$ cat src/rtl/jtframe_nmi_wdog.sv
// rtl/jtframe_nmi_wdog.sv - multi-source NMI generator with watchdog and stretched CPU reset
module jtframe_nmi_wdog #(
  parameter int NSRC = 1,
  parameter int WDW  = 4,
  parameter int RSTW = 3
) (
  input  logic            clk,
  input  logic            rst,
  input  logic            cen,
  input  logic [NSRC-1:0] src,
  input  logic            en_we,
  input  logic [NSRC-1:0] en_din,
  input  logic [NSRC-1:0] ack,
  input  logic            tick,
  input  logic            kick,
  input  logic            wd_en,
  output logic            nmi_n,
  output logic [NSRC-1:0] pending,
  output logic [WDW-1:0]  wd_cnt,
  output logic            wd_rst
);

  localparam int SW = $clog2(RSTW + 1);

  typedef enum logic [1:0] {IDLE, COUNT, PULSE} state_t;

  state_t          state, state_nx;
  logic [NSRC-1:0] src_l, enable, enable_nx, pending_nx, edges;
  logic            tick_l, tick_edge;
  logic [WDW-1:0]  cnt, cnt_nx;
  logic [SW-1:0]   st, st_nx;

  assign edges     = src & ~src_l;
  assign tick_edge = tick & ~tick_l;

  // Enable is resolved first so a same-cycle write gates the new set; set beats ack.
  always_comb begin
    enable_nx  = enable;
    pending_nx = pending;
    if (state == PULSE) begin
      enable_nx  = '0;
      pending_nx = '0;
    end else if (cen) begin
      if (en_we) enable_nx = en_din;
      pending_nx = enable_nx & (edges | (pending & ~ack));
    end
  end

  always_comb begin
    state_nx = state;
    cnt_nx   = cnt;
    st_nx    = st;
    case (state)
      IDLE: begin
        cnt_nx = '0;
        if (cen && wd_en) state_nx = COUNT;
      end
      COUNT: begin
        if (cen) begin
          if (!wd_en) begin
            state_nx = IDLE;
            cnt_nx   = '0;
          end else if (kick) begin
            cnt_nx = '0;
          end else if (tick_edge) begin
            cnt_nx = cnt + 1'b1;
            if (&cnt) begin
              state_nx = PULSE;
              st_nx    = SW'(RSTW);
            end
          end
        end
      end
      PULSE: begin
        // the stretch runs on raw clk so the CPU sees a fixed-length reset
        cnt_nx = '0;
        st_nx  = st - 1'b1;
        if (st == SW'(1)) state_nx = wd_en ? COUNT : IDLE;
      end
      default: state_nx = IDLE;
    endcase
  end

  always_ff @(posedge clk) begin
    if (rst) begin
      state   <= IDLE;
      cnt     <= '0;
      st      <= '0;
      enable  <= '0;
      pending <= '0;
      src_l   <= '1;
      tick_l  <= 1'b1;
    end else begin
      state   <= state_nx;
      cnt     <= cnt_nx;
      st      <= st_nx;
      enable  <= enable_nx;
      pending <= pending_nx;
      if (cen) begin
        src_l  <= src;
        tick_l <= tick;
      end
    end
  end

  assign nmi_n  = ~|pending;
  assign wd_cnt = cnt;
  assign wd_rst = (state == PULSE);

endmodule

$ cat config.mk
export PLATFORM = sky130hd
export DESIGN_NAME = jtframe_nmi_wdog
export DESIGN_NICKNAME = d
export VERILOG_FILES = /design/src/rtl/jtframe_nmi_wdog.sv
export SDC_FILE = /design/constraint.sdc
export NUM_CORES = 1
export LEC_CHECK = 0
export BUFFER_PORTS_ARGS = -buffer_cell sky130_fd_sc_hd__buf_2
export CORE_UTILIZATION = 27
export CTS_BUF_LIST = sky130_fd_sc_hd__clkbuf_4
export CTS_CLUSTER_SIZE = 25
export DETAILED_ROUTE_END_ITERATION = 7
export PLACE_DENSITY = 0.49
export SKIP_LAST_GASP = 1
export SLEW_MARGIN = 20
export SYNTH_ARGS = -nofsm -noshare
export SYNTH_HDL_FRONTEND = slang
export SYNTH_SLANG_ARGS = --single-unit
$ cat constraint.sdc
create_clock -name clk -period 1.5 [get_ports clk]
set_input_delay 0 -clock clk [delete_from_list [all_inputs] [get_ports clk]]
set_output_delay 0 -clock clk [all_outputs]
set_load 0.03 [all_outputs]
==> summary.txt, run 1 <==
Outcome
  • Status: finished clean

Routing
  • Drt first pass iters: 4
  • Final antenna-violating net count: 0
  • Routed wire length: 1420 um
  • Wire per inst: 11.4 um
  • DRC viols: 0
  • Vias per cell: 4.99
  • Initial drt markers: 11
  • Total number of vias: 619

Logic synthesis
  • Post-synth top area share: 35.4%
  • Area contributors post-synth: dfxtp_1, nand2b_1, nor2b_1
  • Prevailing post-synth register cell: dfxtp_1
  • Mapped Area: 678 um2
  • Async S/R FF share, synth: 0%
  • Unique masters post-synth: 31
  • Syn Inst Count: 74
  • Sequential fraction of the synthesis area: 35.4%
  • Synth area leader: dfxtp_1
  • Seq cells post-synth: 12
  • Mapped Nets: 86
  • Synth Warn #: 0
  • EDFF count, synth: 0
  • Mapped Avg Cell Area: 9.16 um2

Hold path
  • Hold-critical path depth: 3
  • Hold Path Class: input pin to register

Timing
  • Slew Limit Headroom: 77.6%
  • Worst-Margin Slew: 0.334 ns
  • RSZ-0062 raised after global routing: false
  • Worst clock skew: 0.00689 ns
  • Tcrit/Tclk final: 94.2%
  • Setup TNS: 0 ns
  • Final Max Tran Viols: 0
  • Setup violators final: 0
  • Fin. Hold Viols: 0
  • Fmax: 708 MHz
  • Period minus WS final: 1.41 ns

Global route
  • Largest net degree at the start of global routing: 11
  • First-pass GRT wire length: 2390 um
  • Initial antenna violation count: 0
  • Total track usage: 12.1%
  • GRT overflow: 0
  • Vias in the first global route: 577

Power
  • Leakage: 0.343 nW
  • VDD IR max: 0.344 mV
  • Power per cell area: 739 mW/mm2

Worst setup path
  • Critical path arrival: 1.41 ns
  • WP data required: 1.50 ns
  • CP max FO: 8
  • R2r worst-path depth: 5
  • Worst setup EP type: output port
  • CP startpoint kind: register
  • Critical path class: register to output port

Clocking
  • Clock sink count: 12
  • Clk slew on worst S/H paths: 0.07 ns
  • H-tree levels: 1
  • CTS tree: built
  • Clk Latency, worst-skew pair: 0.27 ns
  • CTS Root Cell: clkbuf_4
  • Total CTS buffers: 3
  • CTS Buffer Depth: 2

Die
  • I/O Pins: 17
  • Die H: 52.1 um
  • Core Box Area: 0.00230 mm2
  • Floorplan die width: 52.1 um
  • Die ar.: 0.00272 mm2
  • Initial Util: 29.5%
  • # rows: 17

Layout
  • Fraction of layout cells with a size suffix above 1: 32.3%
  • Diode count: 0
  • Final nets: 109
  • Final Cell Area: 843 um2
  • Synthesis-to-layout area growth: 24.4%

Placement
  • Gpl congestion: 0.742
  • Placement Cell Area: 786 um2
  • I/O Buffers: 16
  • HPWL after DPL: 1080 um

Flow run
  • Max_cap viols: 0
==> metal layers <==
layer / wire, um / up-vias / part of all wire, % / GRT usage [%]
met5: 0 / - / 0 / 0
met4: 12 / 0 / 0.85 / 4.05
met3: 65 / 2 / 4.6 / 4.39
met2: 661 / 20 / 47 / 20.5
met1: 678 / 278 / 48 / 13.8
li1: - / 319 / - / -
==> Yosys cell counts, drive strengths merged, types with 2 or more instances <==
cell and count:
nor3b 4, a211oi 2, and2b 2, nand3 2
dfxtp 12, o21ai 3, buf 2, nor2 4
nand2b 5, nor2b 6, ha 2, a21oi 3
nor3 4, a22oi 2, inv 3, mux2i 3
nand2 3, a32o 2
==> state kept, by name, summed over array words and instances, names as in the netlist <==
| name | count |
|---|---|
| src_l | 1 |
| wd_cnt | 4 |
| state | 2 |
| enable | 1 |
| st | 2 |
| pending | 1 |
| tick_l | 1 |
==> per-stage QoR <==
step,power (mW),setup slack (ns),hold slack (ns),utilization (%),std cells
3_5_place_dp,0.419,0.184,0.231,34.2,117
5_1_grt,0.664,0.00454,0.0416,36.7,124
3_3_place_gp,0.419,0.202,0.229,34.2,117
6_report,0.623,0.0873,0.0337,36.7,124
2_1_floorplan,0.392,0.0802,0.122,-,74
4_1_cts,0.635,0.0735,0.0308,36.3,123
==> logic make-up (layout without fill, tap and decap cells) <==
logic type      after synthesis  count (layout)  share of synthesized area, %
compound gates               17              17                          19.6
fa+ha+maj                     2               2                          3.69
buf+inv                       5              27                          3.87
flops                        12              12                          35.4
mux                           4               4                          6.09
simple gates                 34              34                          31.4
==> power breakdown <==
part	internal, mW	total [mW]	leakage (nW)	switching (mW)
Sequential	0.327	0.336	0.0981	0.00924
Clock	0.0963	0.208	0.0154	0.111
Combinational	0.0405	0.0795	0.230	0.0390
==> timing repair <==
item	in CTS	in global routing
gates resized for setup	1	1
buffers inserted	0	1
endpoints found under the setup margin	1	1
endpoints found under the hold margin	2	0
hold buffers	2	0
cloned	0	0
pin swaps	0	1
==> worst max-delay path, cell delays in order (launching register included) <==
cell and delay, ns:
dfxtp_1 0.48, nor2b_2 0.31, buf_4 0.17, buf_2 0.19
==> final timing paths <==
kind                                 from         to  slack [ns]
worst min register to register  wd_cnt[0]  wd_cnt[0]        0.50
worst min-delay path               en_din     enable        0.03
worst max-delay path             state[1]     wd_rst        0.09
worst max register to register  wd_cnt[1]      st[0]        0.18
==> cell usage in the layout (no fill, tap or decap), types with 3 or more instances in the layout <==
cell type / n
nor3b_1: 4
inv_1: 3
nor2_1: 4
dfxtp_1: 11
a21oi_1: 3
nor2b_1: 4
buf_2: 16
nand2b_1: 5
nand2_1: 3
nor3_1: 3
mux2i_1: 3
clkbuf_4: 3
==> final cells by class <==
type                       instances  area, um2
clock inverter                     1       3.75
timing repair buffer              20        115
tap                               28       35.0
multi-input combinational         57        414
inverter                           3       11.3
clock buffer                       3       22.5
fill                             238       1450
sequential                        12        241
Note: power is estimated with default switching activity, not from simulation.
==> run 2: changes to the inputs <==
- CORE_UTILIZATION: 27 -> 39
- PLACE_DENSITY: 0.49 -> 0.65
==> run 2 against run 1 <==
Compared with the run above: the run now ends with design-rule violations left; wire length down 3.9%; global-route usage up 5.1 points; cell area shrank 3.1%; clock skew decreased by 0.0036 ns; sequential cell count unchanged; via count is 1.5% higher; final cell count decreased by 10%.
==> summary.txt, run 2 (synthesis results as in run 1) <==
Timing
  • Slew Limit Headroom: 77.6%
  • Final Max Tran Viols: 0
  • Worst-Margin Slew: 0.334 ns
  • Period minus WS final: 1.33 ns
  • Tcrit/Tclk final: 88.6%
  • Fin. Hold Viols: 0
  • Worst clock skew: 0.00329 ns
  • Fmax: 752 MHz
  • Hold Slack: 0.0200 ns
  • Setup violators final: 0
  • Setup TNS: 0 ns
  • RSZ-0062 raised after global routing: false

Layout
  • Fraction of layout cells with a size suffix above 1: 29.5%
  • Synthesis-to-layout area growth: 20.5%
  • Register Area: 240 um2
  • Most common cell after layout, fill and taps aside: buf_2
  • Most frequent cells in the layout: buf_2, dfxtp_1, nor2b_1, nand2b_1
  • Fillers: 159
  • Diode count: 0
  • Max FFs per register: 4
  • Final nets: 108
  • Multi-input logic area: 412 um2
  • Final Cell Area: 817 um2

Hold path
  • Hold Path Class: input pin to register
  • Hold Path Origin: en_din
  • Hold-critical path depth: 3
  • WHS Endpoint: enable

Clocking
  • Total CTS buffers: 3
  • CTS Root Cell: clkbuf_4
  • Clk Latency, worst-skew pair: 0.27 ns
  • H-tree levels: 1
  • Clk slew on worst S/H paths: 0.07 ns
  • Post-CTS Resized: 0
  • Post-CTS setup buffers: 0
  • CTS tree: built
  • Clock sink count: 12
  • CTS Buffer Depth: 2
  • Hold_buf cts: 2

Power
  • Power per cell area: 758 mW/mm2
  • Leakage: 0.338 nW
  • VDD IR max: 0.511 mV

Routing
  • Drt first pass iters: 6
  • Final antenna-violating net count: 0
  • Routed wire length: 1360 um
  • Total number of vias: 628
  • Wire per inst: 12.3 um
  • DRC viols: 1
  • Initial drt markers: 5
  • Vias per cell: 5.66

Die
  • # rows: 14
  • Core Box Area: 0.00156 mm2
  • Floorplan die width: 43.7 um
  • Die H: 43.7 um
  • Die ar.: 0.00191 mm2
  • Initial Util: 43.5%
  • I/O Pins: 17

Worst setup path
  • CP startpoint kind: register
  • Slowest cell delay on critical path: 0.38 ns
  • Critical path arrival: 1.52 ns
  • Crit path cell chain: ha_1 > nand3_1 > nor3_2 > a311oi_1 > a211oi_1
  • Critical path class: register to register
  • Worst path slowest cell: dfxtp_1
  • R2r worst-path depth: 5
  • Worst r2r src: wd_cnt[0]
  • CP max FO: 5
  • Worst r2r dst: st[0]
  • WP data required: 1.69 ns
  • R2r setup slk: 0.17 ns
  • Worst setup EP type: register

Global route
  • Vias in the first global route: 568
  • Initial antenna violation count: 0
  • GRT overflow: 0
  • First-pass GRT wire length: 2400 um
  • Largest net degree at the start of global routing: 11
  • Total track usage: 17.1%

Outcome
  • Violated checks: design-rule violations
  • Status: finished with violations

Placement
  • I/O Buffers: 16
  • HPWL after DPL: 1010 um
  • Placement Cell Area: 771 um2
  • Gpl congestion: 0.748

Flow run
  • Max_cap viols: 0
## run 2: changes by cell type in the layout (fill, tap and decap cells not counted), sizes merged
cell / delta
buf: -1
## run 2: critical path: cells and delay by family (launching register included)
family / cells / cell delay [ns]
AOI/OAI and AO/OA: 2 / 0.33
and+or+nand+nor: 2 / 0.33
adders and majority gates: 1 / 0.21
DFF: 1 / 0.38
## run 2: layer usage
metal	track usage, %	part of all wire (%)	vias up
li1	-	-	316
met1	20.2	47	288
met2	27.5	45	22
met3	6.67	6.8	2
met4	7.50	1.5	0
met5	0	0	-
## run 2: where the power goes
part | leakage [nW] | internal (mW) | switching (mW)
registers | 0.0976 | 0.327 | 0.00916
logic | 0.225 | 0.0405 | 0.0384
clock network | 0.0154 | 0.0964 | 0.108
total | 0.338 | 0.464 | 0.155
## run 2: cell type report
class	instances	area share, %
Clock buffer	3	2.76
Clock inverter	1	0.459
Inverter	3	1.38
Multi-Input combinational cell	57	50.4
Sequential cell	12	29.4
Tap cell	16	2.45
Timing Repair Buffer	19	13.2
## run 2: worst max path at each step
stage	from	to	slack (ns)	cells after the start
floorplan	wd_cnt[0]	st[0]	0.08	5
global placement	wd_cnt[0]	st[0]	0.24	5
detailed placement	wd_cnt[0]	st[0]	0.16	5
CTS	wd_cnt[0]	st[0]	0.16	5
global route	wd_cnt[0]	st[0]	0.02	5
finish	wd_cnt[0]	st[0]	0.17	5
## run 2: per-stage QoR
stage | setup slack [ns] | std cells | utilization (%) | power, mW
after global placement | 0.239 | 105 | 49.4 | 0.418
after CTS | 0.160 | 111 | 52.4 | 0.630
after global routing | 0.0242 | 111 | 52.4 | 0.657
after floorplan | 0.0802 | 74 | - | 0.392
after detailed placement | 0.163 | 105 | 49.4 | 0.418
final | 0.170 | 111 | 52.4 | 0.619
